File: src/rtl/binary_bbox_tracker.sv
// Per-frame bounding box and set-pixel counter for a raster-ordered binary mask stream.
// Publishes one latched result set, plus a one-cycle done pulse, at the last pixel of every frame.
module binary_bbox_tracker #(
  parameter int IMAGE_W    = 640,
  parameter int IMAGE_H    = 480,
  parameter int MIN_PIXELS = 16
) (
  input  logic        clk,
  input  logic        rst_n,
  input  logic        i_pixel,
  input  logic        i_pixel_valid,
  input  logic        i_sof,
  output logic        o_frame_done,
  output logic        o_detected,
  output logic [10:0] o_x_min,
  output logic [10:0] o_x_max,
  output logic [10:0] o_y_min,
  output logic [10:0] o_y_max,
  output logic [19:0] o_pixel_count
);

  localparam logic [10:0] X_LAST  = 11'(IMAGE_W - 1);
  localparam logic [10:0] Y_LAST  = 11'(IMAGE_H - 1);
  localparam logic [19:0] CNT_MAX = '1;
  localparam logic [31:0] MIN_CMP = 32'(MIN_PIXELS);

  typedef enum logic {IDLE, ACCUM} state_t;

  state_t      state, state_next;
  logic [10:0] x_cnt, y_cnt;
  logic [10:0] run_xmin, run_xmax, run_ymin, run_ymax;
  logic [19:0] run_cnt;
  logic        run_any;

  logic [10:0] px, py;
  logic        base_any;
  logic [19:0] base_cnt;
  logic [10:0] xmin_next, xmax_next, ymin_next, ymax_next;
  logic [19:0] cnt_next;
  logic        any_next;
  logic        det_next;
  logic        eof;

  always_comb begin
    state_next = state;
    if (i_pixel_valid) state_next = ACCUM;

    // A start-of-frame pixel is position (0,0) of an empty frame, whatever came before.
    px       = i_sof ? 11'd0 : x_cnt;
    py       = i_sof ? 11'd0 : y_cnt;
    base_any = (state == ACCUM) && !i_sof && run_any;
    base_cnt = base_any ? run_cnt : 20'd0;

    xmin_next = run_xmin;
    xmax_next = run_xmax;
    ymin_next = run_ymin;
    ymax_next = run_ymax;
    cnt_next  = base_cnt;
    any_next  = base_any;
    if (i_pixel) begin
      xmin_next = (!base_any || px < run_xmin) ? px : run_xmin;
      xmax_next = (!base_any || px > run_xmax) ? px : run_xmax;
      ymin_next = (!base_any || py < run_ymin) ? py : run_ymin;
      ymax_next = (!base_any || py > run_ymax) ? py : run_ymax;
      any_next  = 1'b1;
      if (base_cnt != CNT_MAX) cnt_next = base_cnt + 20'd1;
    end

    det_next = ({12'd0, cnt_next} >= MIN_CMP);
    eof      = i_pixel_valid && (px == X_LAST) && (py == Y_LAST);
  end

  always_ff @(posedge clk or negedge rst_n) begin
    if (!rst_n) begin
      state         <= IDLE;
      x_cnt         <= '0;
      y_cnt         <= '0;
      run_xmin      <= '0;
      run_xmax      <= '0;
      run_ymin      <= '0;
      run_ymax      <= '0;
      run_cnt       <= '0;
      run_any       <= 1'b0;
      o_frame_done  <= 1'b0;
      o_detected    <= 1'b0;
      o_x_min       <= '0;
      o_x_max       <= '0;
      o_y_min       <= '0;
      o_y_max       <= '0;
      o_pixel_count <= '0;
    end else begin
      state        <= state_next;
      o_frame_done <= eof;
      if (i_pixel_valid) begin
        if (eof) begin
          x_cnt         <= '0;
          y_cnt         <= '0;
          run_xmin      <= '0;
          run_xmax      <= '0;
          run_ymin      <= '0;
          run_ymax      <= '0;
          run_cnt       <= '0;
          run_any       <= 1'b0;
          o_pixel_count <= cnt_next;
          o_detected    <= det_next;
          o_x_min       <= det_next ? xmin_next : 11'd0;
          o_x_max       <= det_next ? xmax_next : 11'd0;
          o_y_min       <= det_next ? ymin_next : 11'd0;
          o_y_max       <= det_next ? ymax_next : 11'd0;
        end else begin
          if (px == X_LAST) begin
            x_cnt <= '0;
            y_cnt <= py + 11'd1;
          end else begin
            x_cnt <= px + 11'd1;
            y_cnt <= py;
          end
          run_xmin <= xmin_next;
          run_xmax <= xmax_next;
          run_ymin <= ymin_next;
          run_ymax <= ymax_next;
          run_cnt  <= cnt_next;
          run_any  <= any_next;
        end
      end
    end
  end

endmodule

File: config.mk
export PLATFORM = sky130hd
export DESIGN_NAME = binary_bbox_tracker
export DESIGN_NICKNAME = d
export VERILOG_FILES = /design/src/rtl/binary_bbox_tracker.sv
export SDC_FILE = /design/constraint.sdc
export NUM_CORES = 1
export LEC_CHECK = 0
export BUFFER_PORTS_ARGS = -buffer_cell sky130_fd_sc_hd__buf_2
export CORE_ASPECT_RATIO = 0.75
export CORE_MARGIN = 8
export CORE_UTILIZATION = 60
export DETAILED_ROUTE_END_ITERATION = 8
export GPL_TIMING_DRIVEN = 0
export PLACE_DENSITY = 0.8
export REMOVE_ABC_BUFFERS = 1
export SYNTH_ARGS = -nofsm -noshare
export SYNTH_HDL_FRONTEND = slang
export SYNTH_SLANG_ARGS = --single-unit
export TNS_END_PERCENT = 100
File: constraint.sdc
create_clock -name clk -period 4.4 [get_ports clk]
set_clock_uncertainty 0.2 [all_clocks]
set_input_delay 0.66 -clock clk [delete_from_list [all_inputs] [get_ports clk]]
set_output_delay 0.66 -clock clk [all_outputs]
set_load 0.005 [all_outputs]
==> run_results.csv <==
group,metric,value,unit
sta,period_minus_slack,4110,ps
clock_tree,cts_htree_levels,4,
setup_path,start_kind,"input port",
floorplan,core_area,13800,µm²
sta,period_share,0.9341,
layout,final_nets,991,
detailed_routing,dr_total_vias,7045,
sta,hold_violations,0,
synthesis,synth_area,8504,µm²
grt,grt-ovfl-total,0,
clock_tree,clkSinkCount,154,
detailed_routing,dr.pass1.iters,6,
setup_path,critPathKind,"in2reg",
sta,tightest_slew,1263,ps
grt,grt_max_degree,90,
clock_tree,cts_buffers,17,
setup_path,crit_slowest_cell,"and4_4",
floorplan,num_rows,37,
detailed_routing,wl_per_cell,19.05,µm
synthesis,ys_seq_area_frac,0.4531,
clock_tree,clock-root-buffer,"clkbuf_16",
floorplan,initial_utilization,0.6165,
setup_path,path_max_fanout,41,
synthesis,synth.distinct_cells,62,
detailed_routing,antenna_left,0,
status,status,"completed",
sta,relSlewSlack,0.1542,
clock_tree,clk_pin_slew,60,ps
floorplan,chipHeight,119.1,µm
clock_tree,worstSkewPairLatency,430,ps
detailed_routing,routed_wl,21500,µm
sta,hold_ws,19.94,ps
synthesis,avgSynthCellArea,9.502,µm²
synthesis,synth_enable_flop_cells,0,
sta,rsz0062_at_grt,"false",
setup_path,arrival,4220,ps
sta,setup_tns,0,ps
power,vdd_drop_max,0.0002862,V
synthesis,synth-main-ff-cell,"dfrtp_1",
synthesis,synthCells,895,
place,dp_hpwl,13240,µm
power,powerDensity,326.1,nW/µm²
setup_path,required,4510,ps
clock_tree,cts_buffer_depth,2,
synthesis,yosysWarnings,0,
grt,grt_pass1_wl,34980,µm
synthesis,async_flop_share,1.000,
layout,syn2layout_area_growth,13.37,%
sta,finalSetupViolCount,0,
grt,grt_pass1_vias,6782,
sta,fmax,0.2433,GHz
floorplan,die-area,18280,µm²
floorplan,fp.dieW,153.5,µm
place,numPortBuffers,70,
clock_tree,cts_tree,"yes",
setup_path,path_cells,"clkbuf_4 > nand2b_1 > inv_1 > ha_1 > and4b_1 > and3_1 > and4_4 > nand3_4 > buf_16 > a31oi_1 > o211ai_1 > nor4_4 > buf_4 > buf_6 > nor3_1",
power,leakagePower,4.520,nW
clock_tree,holdBufCountCts,0,
grt,grt_use_total,0.2319,
synthesis,ys_ff_latch,154,
grt,grt_antenna_before_repair,0,
detailed_routing,drcViolationCount,0,
detailed_routing,routed_via_density,6.240,
worst_hold_path,hp-class,"in2async",
flow_run,maxCapViolations,0,
place,globalplace.congestion,0.8550,
layout,antenna_cells,0,
sta,slew_violations,0,
detailed_routing,drt_iter0_drc,557,
floorplan,ioPinCount,71,
layout,drive_gt1_frac,0.1635,
setup_path,cp-end-kind,"flop",
setup_path,slowest_delay,390,ps
-- worst max-delay path: cells and delay by family --
kind	cells	cell delay, ps
compound gates	2	400
simple gates	7	1730
buf+inv	5	1140
fa+ha+maj	1	230
-- placed cells by master, fill, tap and decap left out, types with 10 or more instances in the layout --
cell type	netlist	final
dfrtp_1	154	154
nand2_1	88	88
buf_2	1	68
nor2_1	68	65
a21oi_1	60	60
inv_1	57	56
o21ai_0	54	52
ha_1	45	45
a22o_1	35	35
nor3_1	30	30
nand3_1	29	28
o2bb2ai_1	21	21
nor2b_1	22	20
clkbuf_16	0	18
mux2i_1	14	14
nand4_1	11	11
o31ai_1	10	10
a32o_1	10	10
buf_4	0	10
-- area by class of cell --
class | instances | area, µm²
well taps | 175 | 219.0
fillers | 1076 | 4154
multi-input cells | 624 | 4174
clock inverters | 13 | 143.9
flip-flops and latches | 154 | 3854
repair buffers | 87 | 584.3
clock buffers | 19 | 452.9
inverters | 57 | 214.0
-- cells in the mapped netlist, types with 8 or more instances --
master,count,area (µm²)
nand2_1,88,330.3
o2bb2ai_1,21,183.9
a32o_1,10,100.1
dfrtp_1,154,3854
nor2_1,68,255.2
mux2i_1,14,140.1
and3_1,9,56.30
nor2b_1,22,137.6
a22o_1,35,306.5
o21ai_0,54,270.3
nand2b_1,9,56.30
nand3_1,29,145.1
nand4_1,11,68.82
o31ai_1,10,75.07
a21oi_1,60,300.3
clkbuf_1,38,142.6
buf_6,13,146.4
nor3_1,30,150.1
buf_1,8,30.03
inv_1,57,214.0
xnor2_1,8,70.07
ha_1,45,563.0
-- through the flow --
stage	area [µm²]	std cells	util	worst slack [ps]	total power, W
floorplan	8139	832	-	-2224	0.001578
global placement	8708	1077	0.6312	-5750	0.001659
detailed placement	8825	1082	0.6397	-1228	0.001669
CTS	9505	1118	0.6890	80.34	0.003139
global route	9642	1129	0.6989	167.3	0.003244
finish	9642	1129	0.6989	289.9	0.003144
-- layer usage --
| layer | track usage | vias up | part of all wire |
|---|---|---|---|
| li1 | - | 3329 | - |
| met1 | 0.3164 | 3412 | 0.46 |
| met2 | 0.3585 | 266 | 0.45 |
| met3 | 0.05166 | 38 | 0.066 |
| met4 | 0.08486 | 0 | 0.018 |
| met5 | 0 | - | 0 |
-- where the power goes --
| group | internal (W) | switching [W] |
|---|---|---|
| clock network | 0.000868 | 0.000610 |
| registers | 0.00143 | 0.0000131 |
| logic | 0.0000673 | 0.000155 |
| total | 0.00237 | 0.000778 |
-- state kept, by name, summed over array words and instances, names as in the netlist, 11 cells and up --
signal         flops
x_cnt             11
run_ymax          11
o_y_max           11
o_y_min           11
o_x_min           11
y_cnt             11
o_x_max           11
run_xmax          11
run_cnt           20
run_xmin          11
o_pixel_count     20
run_ymin          11
-- worst paths after layout --
check / from / end / slack [ps] / cells after the start
max in group asynchronous: rst_n / x_cnt[3]$_DFFE_PN0P_ / 3120 / 2
setup reg to reg: state$_DFFE_PN0P_ / o_x_min[2]$_DFFE_PN0P_ / 650 / 13
setup / recovery: i_sof / o_x_min[2]$_DFFE_PN0P_ / 290 / 15
hold reg to reg: o_pixel_count[11]$_DFFE_PN0P_ / o_pixel_count[11]$_DFFE_PN0P_ / 260 / 2
hold / removal: rst_n / o_pixel_count[10]$_DFFE_PN0P_ / 20 / 1
min in group clk: o_pixel_count[11]$_DFFE_PN0P_ / o_pixel_count[11]$_DFFE_PN0P_ / 260 / 2
-- cells by family (layout without fill, tap and decap cells) --
| family | after synthesis | in the layout | synth area share |
|---|---|---|---|
| compound gates | 249 | 249 | 0.2055 |
| xor+xnor | 13 | 13 | 0.01339 |
| fa+ha+maj | 45 | 45 | 0.06621 |
| buf+inv | 120 | 176 | 0.06812 |
| flops | 154 | 154 | 0.4531 |
| mux | 14 | 14 | 0.01648 |
| simple gates | 300 | 303 | 0.1771 |
-- timing repair --
action                                  4_1_cts  5_1_grt
buffers inserted                              3        7
endpoints found under the setup margin       98       73
resized for setup                            16        4
cloned                                        1        3
pin swaps                                     1        0
Power figures use the tool's default switching activity.
